<file path="src/rtl/inst_fetch.sv">
`default_nettype none
// ============================================================================
// Module   : inst_fetch
// Purpose  : Instruction-fetch front end. Owns the PC, drives the
//            combinational instruction ROM and fills the IF/ID pipeline slot.
//            Supports sequential fetch, delay-slot branch redirection,
//            fetch/decode stalls with branch deferral, flush redirect and
//            misaligned-fetch flagging.
// Revision : 1.0 - initial release
// ============================================================================
module inst_fetch #(
  parameter int                PC_WIDTH   = 32,
  parameter int                INST_WIDTH = 32,
  parameter logic [PC_WIDTH-1:0] RESET_PC = '0
) (
  input  logic                  clk,
  input  logic                  rst,
  input  logic                  stall_if,
  input  logic                  stall_id,
  input  logic                  branch_flag,
  input  logic [PC_WIDTH-1:0]   branch_target,
  input  logic                  flush,
  input  logic [PC_WIDTH-1:0]   new_pc,
  input  logic [INST_WIDTH-1:0] rom_inst,
  output logic                  rom_ce,
  output logic [PC_WIDTH-1:0]   rom_addr,
  output logic [PC_WIDTH-1:0]   id_pc,
  output logic [INST_WIDTH-1:0] id_inst,
  output logic                  id_valid,
  output logic                  id_exc_adel
);

  localparam logic [1:0] S_RESET = 2'd0;
  localparam logic [1:0] S_RUN   = 2'd1;
  localparam logic [1:0] S_STALL = 2'd2;

  logic [1:0]          state;
  logic [PC_WIDTH-1:0] pc;
  logic                pend_valid;
  logic [PC_WIDTH-1:0] pend_target;

  logic                hold;       // effective fetch stall (decode stall implies it)
  logic                misaligned;
  logic [PC_WIDTH-1:0] next_pc;

  // Stall qualification, alignment check and sequential/redirect PC selection
  always_comb begin
    hold       = stall_if | stall_id;
    misaligned = (pc[1:0] != 2'b00);
    if (branch_flag) begin
      next_pc = branch_target;
    end else if (pend_valid) begin
      next_pc = pend_target;
    end else begin
      next_pc = pc + PC_WIDTH'(4);
    end
  end

  assign rom_addr = pc;

  // Fetch state machine, PC, deferred branch and IF/ID slot update
  always_ff @(posedge clk) begin
    if (rst) begin
      state       <= S_RESET;
      rom_ce      <= 1'b0;
      pc          <= RESET_PC;
      id_pc       <= '0;
      id_inst     <= '0;
      id_valid    <= 1'b0;
      id_exc_adel <= 1'b0;
      pend_valid  <= 1'b0;
      pend_target <= '0;
    end else if (state == S_RESET) begin
      // First cycle out of reset: enable the ROM at RESET_PC, capture nothing.
      state  <= S_RUN;
      rom_ce <= 1'b1;
    end else if (flush) begin
      // Flush beats stalls and branches; any deferred branch is dropped.
      state       <= S_RUN;
      rom_ce      <= 1'b1;
      pc          <= new_pc;
      id_pc       <= '0;
      id_inst     <= '0;
      id_valid    <= 1'b0;
      id_exc_adel <= 1'b0;
      pend_valid  <= 1'b0;
    end else if (hold) begin
      state <= S_STALL;
      // A branch resolved while fetch is frozen is remembered; latest wins.
      if (branch_flag) begin
        pend_valid  <= 1'b1;
        pend_target <= branch_target;
      end
      // Decode still moving: feed it a bubble. Decode stalled: keep the slot.
      if (!stall_id) begin
        id_pc       <= '0;
        id_inst     <= '0;
        id_valid    <= 1'b0;
        id_exc_adel <= 1'b0;
      end
    end else begin
      // Advance: current word (delay slot included) enters IF/ID.
      state       <= S_RUN;
      id_pc       <= pc;
      id_inst     <= misaligned ? '0 : rom_inst;
      id_valid    <= 1'b1;
      id_exc_adel <= misaligned;
      pc          <= next_pc;
      if (!branch_flag) begin
        pend_valid <= 1'b0;
      end else if (pend_valid) begin
        // A fresh branch supersedes the deferred one, which is then stale.
        pend_valid <= 1'b0;
      end
    end
  end

endmodule
`default_nettype wire

</file>
<file path="config.mk">
export PLATFORM = sky130hd
export DESIGN_NAME = inst_fetch
export DESIGN_NICKNAME = d
export VERILOG_FILES = /design/src/rtl/inst_fetch.sv
export SDC_FILE = /design/constraint.sdc
export NUM_CORES = 1
export LEC_CHECK = 0
export BUFFER_PORTS_ARGS = -buffer_cell sky130_fd_sc_hd__buf_2
export CORE_ASPECT_RATIO = 0.7
export CORE_MARGIN = 2
export CORE_UTILIZATION = 51
export CTS_BUF_LIST = sky130_fd_sc_hd__clkbuf_4 sky130_fd_sc_hd__clkbuf_8 sky130_fd_sc_hd__clkbuf_16
export CTS_CLUSTER_SIZE = 12
export DETAILED_ROUTE_END_ITERATION = 8
export PLACE_DENSITY = 0.8
export SLEW_MARGIN = 40
export SYNTH_ARGS = -nofsm -noshare
export SYNTH_HDL_FRONTEND = slang
export SYNTH_SLANG_ARGS = --single-unit
</file>
<file path="constraint.sdc">
create_clock -name clk -period 2.95 [get_ports clk]
set_clock_uncertainty 0.1 [all_clocks]
set_input_delay 0 -clock clk [delete_from_list [all_inputs] [get_ports clk]]
set_output_delay 0 -clock clk [all_outputs]
set_load 0.1 [all_outputs]
</file>
==> results by group <==
Status
  – Status: completed

Place
  – DP Wirelength: 14300 um
  – Placed cells: about 1100
  – Pre-CTS WS: 596 ps
  – Port Buffers: 200
  – Gpl congestion: 0.953

STA
  – Endpoints failing hold: 0
  – Fmax: 0.373 GHz
  – Setup TNS: 0 ps
  – Fin crit period: around 2700 ps
  – Slew headroom: 0.447
  – Final Setup Violations: 0
  – Fin crit share: 0.908
  – Slew Limit Fails: 0
  – Worst slew pin tran: 826 ps
  – RSZ-0062 raised after global routing: false
  – Final Worst Setup Slack: 272 ps

Critical path
  – Crit path DAT: between 2000 and 3000 ps
  – Crit-path cells: ha_1 > nand4_2 > nor4_1 > a311oi_1 > a211oi_1 > nor3_1 > dlygate4sd3_1
  – Worst path top cell family by delay: simple AND/OR/NAND/NOR gates
  – CP max stage delay: 570 ps
  – Critical path data required time: ~3200 ps
  – Worst setup SP type: register
  – Endpoint type of the worst setup path: register
  – FF-to-FF path depth: 7
  – Worst path slowest cell: dlygate4sd3_1
  – Levels on crit path: 7
  – Crit path buf inv count: 1
  – Worst-path maximum fanout: 8
  – Crit path kind: reg -> reg

Yosys
  – Top FF cell, synth: dfxtp_1
  – Cells after synthesis: 772
  – Synth unique cells: 56
  – Post-synth top area share: 0.437
  – Post-synthesis sequential area ratio: 0.437
  – Leading area contributor after synthesis: dfxtp_1
  – EDFF count, synth: 0
  – Syn avg cell area: a little under 8 um^2
  – Top post-synthesis cells by area: dfxtp_1, a22oi_1, nand2_1
  – Synth Register Bits: 134
  – Ys async rst share: 0
  – Syn Nets: about 880
  – YS warnings: 0
  – Mapped cell area: 6130 um^2

Route
  – Avg Vias per Cell: 5.93
  – DR DRC count: 0
  – DRT Pass-1 Iters: 5
  – Via count: around 7300
  – Drt wl/cell: 19.3 um
  – Post-DRT Antenna Nets: 0
  – Detailed Route WL: 23600 um
  – Starting DRT DRC Count: approximately 960

CTS
  – Clock tree sinks: 134
  – Clock latency on the worst-skew pair: between 400 and 500 ps
  – CTS tree: yes
  – Setup Fix Bufs, Post-CTS: 0
  – CTS root buf: clkbuf_16
  – CTS hold repair buffers: 109
  – H-Tree Depth: 4
  – Clk buf depth: 2
  – TritonCTS Buffers: 17
  – Clock Pin Slew Worst Setup and Hold Paths: about 60 ps
  – Cts repair resizes: 0

Final layout
  – Nets: 1158
  – Final non-filler cell total: 1225
  – Most frequent cells in the layout: buf_2, dfxtp_1, nand2_1
  – Post-Route Utilization: 0.762
  – Antenna cells: 0
  – Synth-to-layout area growth: 45.6%
  – Layout cells sized above 1: 0.255
  – Commonest non-fill, non-tap cell in the layout: buf_2
  – Fill count: 848

Power and ir drop
  – Pwr dens: 563 nW/um^2
  – Total power draw: between 0.005 and 0.006 W
  – LEAKAGE: 3.81 nW
  – Peak VDD IR: 0.000437 V

Floorplan
  – Top Ports: 201
  – Horiz. Die Dim: between 100 and 150 um
  – Core footprint: about 12000 um^2
  – DIE AREA: 12900 um^2
  – Die Span Y: approximately 96 um
  – # rows: 33
  – Initial Util: 0.523

Global route
  – Vias in the first global route: 6490
  – GRT Util Overall: 0.353
  – Largest net degree at the start of global routing: 55
  – Initial antenna violation count: 0
  – Total gr overflow: 0
  – Global-route wire length before repair: roughly 35000 um

Worst hold path
  – Class of the worst hold path: in -> reg
  – Worst hold path cell count: 5

Flow run
  – Max-cap violations: 0
-- report_power, final --
part / internal [W] / switching [W] / total (W)
clock network: 0.00117 / 0.000851 / 0.00202
registers: 0.00187 / 0.000102 / 0.00198
logic: 0.000311 / 0.000719 / 0.00103
-- logic make-up after synthesis --
family | share of synthesized area
muxes | 0.0133
DFF | 0.437
adders and majority gates | 0.00204
AOI/OAI and AO/OA | 0.248
and+or+nand+nor | 0.230
xor gates and xnor gates | 0.0200
buffers and inverters | 0.0502
-- worst paths after layout --
| check | startpoint | endpoint | slack [ps] |
|---|---|---|---|
| setup / recovery | rom_addr[2] | rom_addr[18] | 270 |
| hold / removal | new_pc[25] | rom_addr[25] | 6 |
| setup reg to reg | rom_addr[2] | rom_addr[18] | 270 |
| hold reg to reg | pend_target[17] | pend_target[17] | 350 |
-- state kept, by name (all words and copies together), names as in the netlist --
name	count
state	2
rom_addr	32
pend_target	32
id_exc_adel	1
rom_ce	1
id_valid	1
id_inst	32
id_pc	32
pend_valid	1
-- layer usage --
metal | wire (um) | share of wire | track usage
met2 | 10200 | 0.43 | 0.529
met3 | 3250 | 0.14 | 0.113
met5 | 0 | 0 | 0
met4 | 689 | 0.029 | 0.137
met1 | 9460 | 0.40 | 0.478
-- final cells by class --
| class | instances | area (um^2) | area share |
|---|---|---|---|
| Clock buffer | 18 | 433 | 0.0485 |
| Tap cell | 157 | 196 | 0.0220 |
| Clock inverter | 14 | 128 | 0.0143 |
| Timing Repair Buffer | 333 | 2290 | 0.256 |
| Sequential cell | 134 | 2680 | 0.300 |
| Multi-Input combinational cell | 559 | 3170 | 0.355 |
| Inverter | 10 | 37.5 | 0.00420 |
-- tightest hold or removal path: stages --
cell and delay, ps:
buf_2 80, nor2_1 60, nor3_1 130, a211oi_1 90, a21oi_1 130
-- synthesized netlist by cell type (all sizes together) (5+ instances only) --
| master | n |
|---|---|
| and3 | 8 |
| a22oi | 65 |
| nor3 | 21 |
| xor2 | 10 |
| nor2 | 96 |
| o31ai | 5 |
| clkbuf | 61 |
| nand2b | 8 |
| dfxtp | 134 |
| inv | 10 |
| mux2i | 7 |
| nand2 | 118 |
| buf | 8 |
| a211oi | 11 |
| a31oi | 13 |
| nand4 | 10 |
| a21oi | 62 |
| nand3 | 17 |
| o21ai | 26 |
| or3 | 8 |
| o211ai | 12 |
| nor4 | 10 |
-- through the flow --
step / hold slack [ps] / cell area, um^2
6_report: 5.90 / 8930
3_3_place_gp: 135 / 7280
5_1_grt: 40.6 / 8930
4_1_cts: 2.45 / 8930
3_5_place_dp: 144 / 7280
2_1_floorplan: 36.0 / 6130
(Power assumes the default switching activity.)
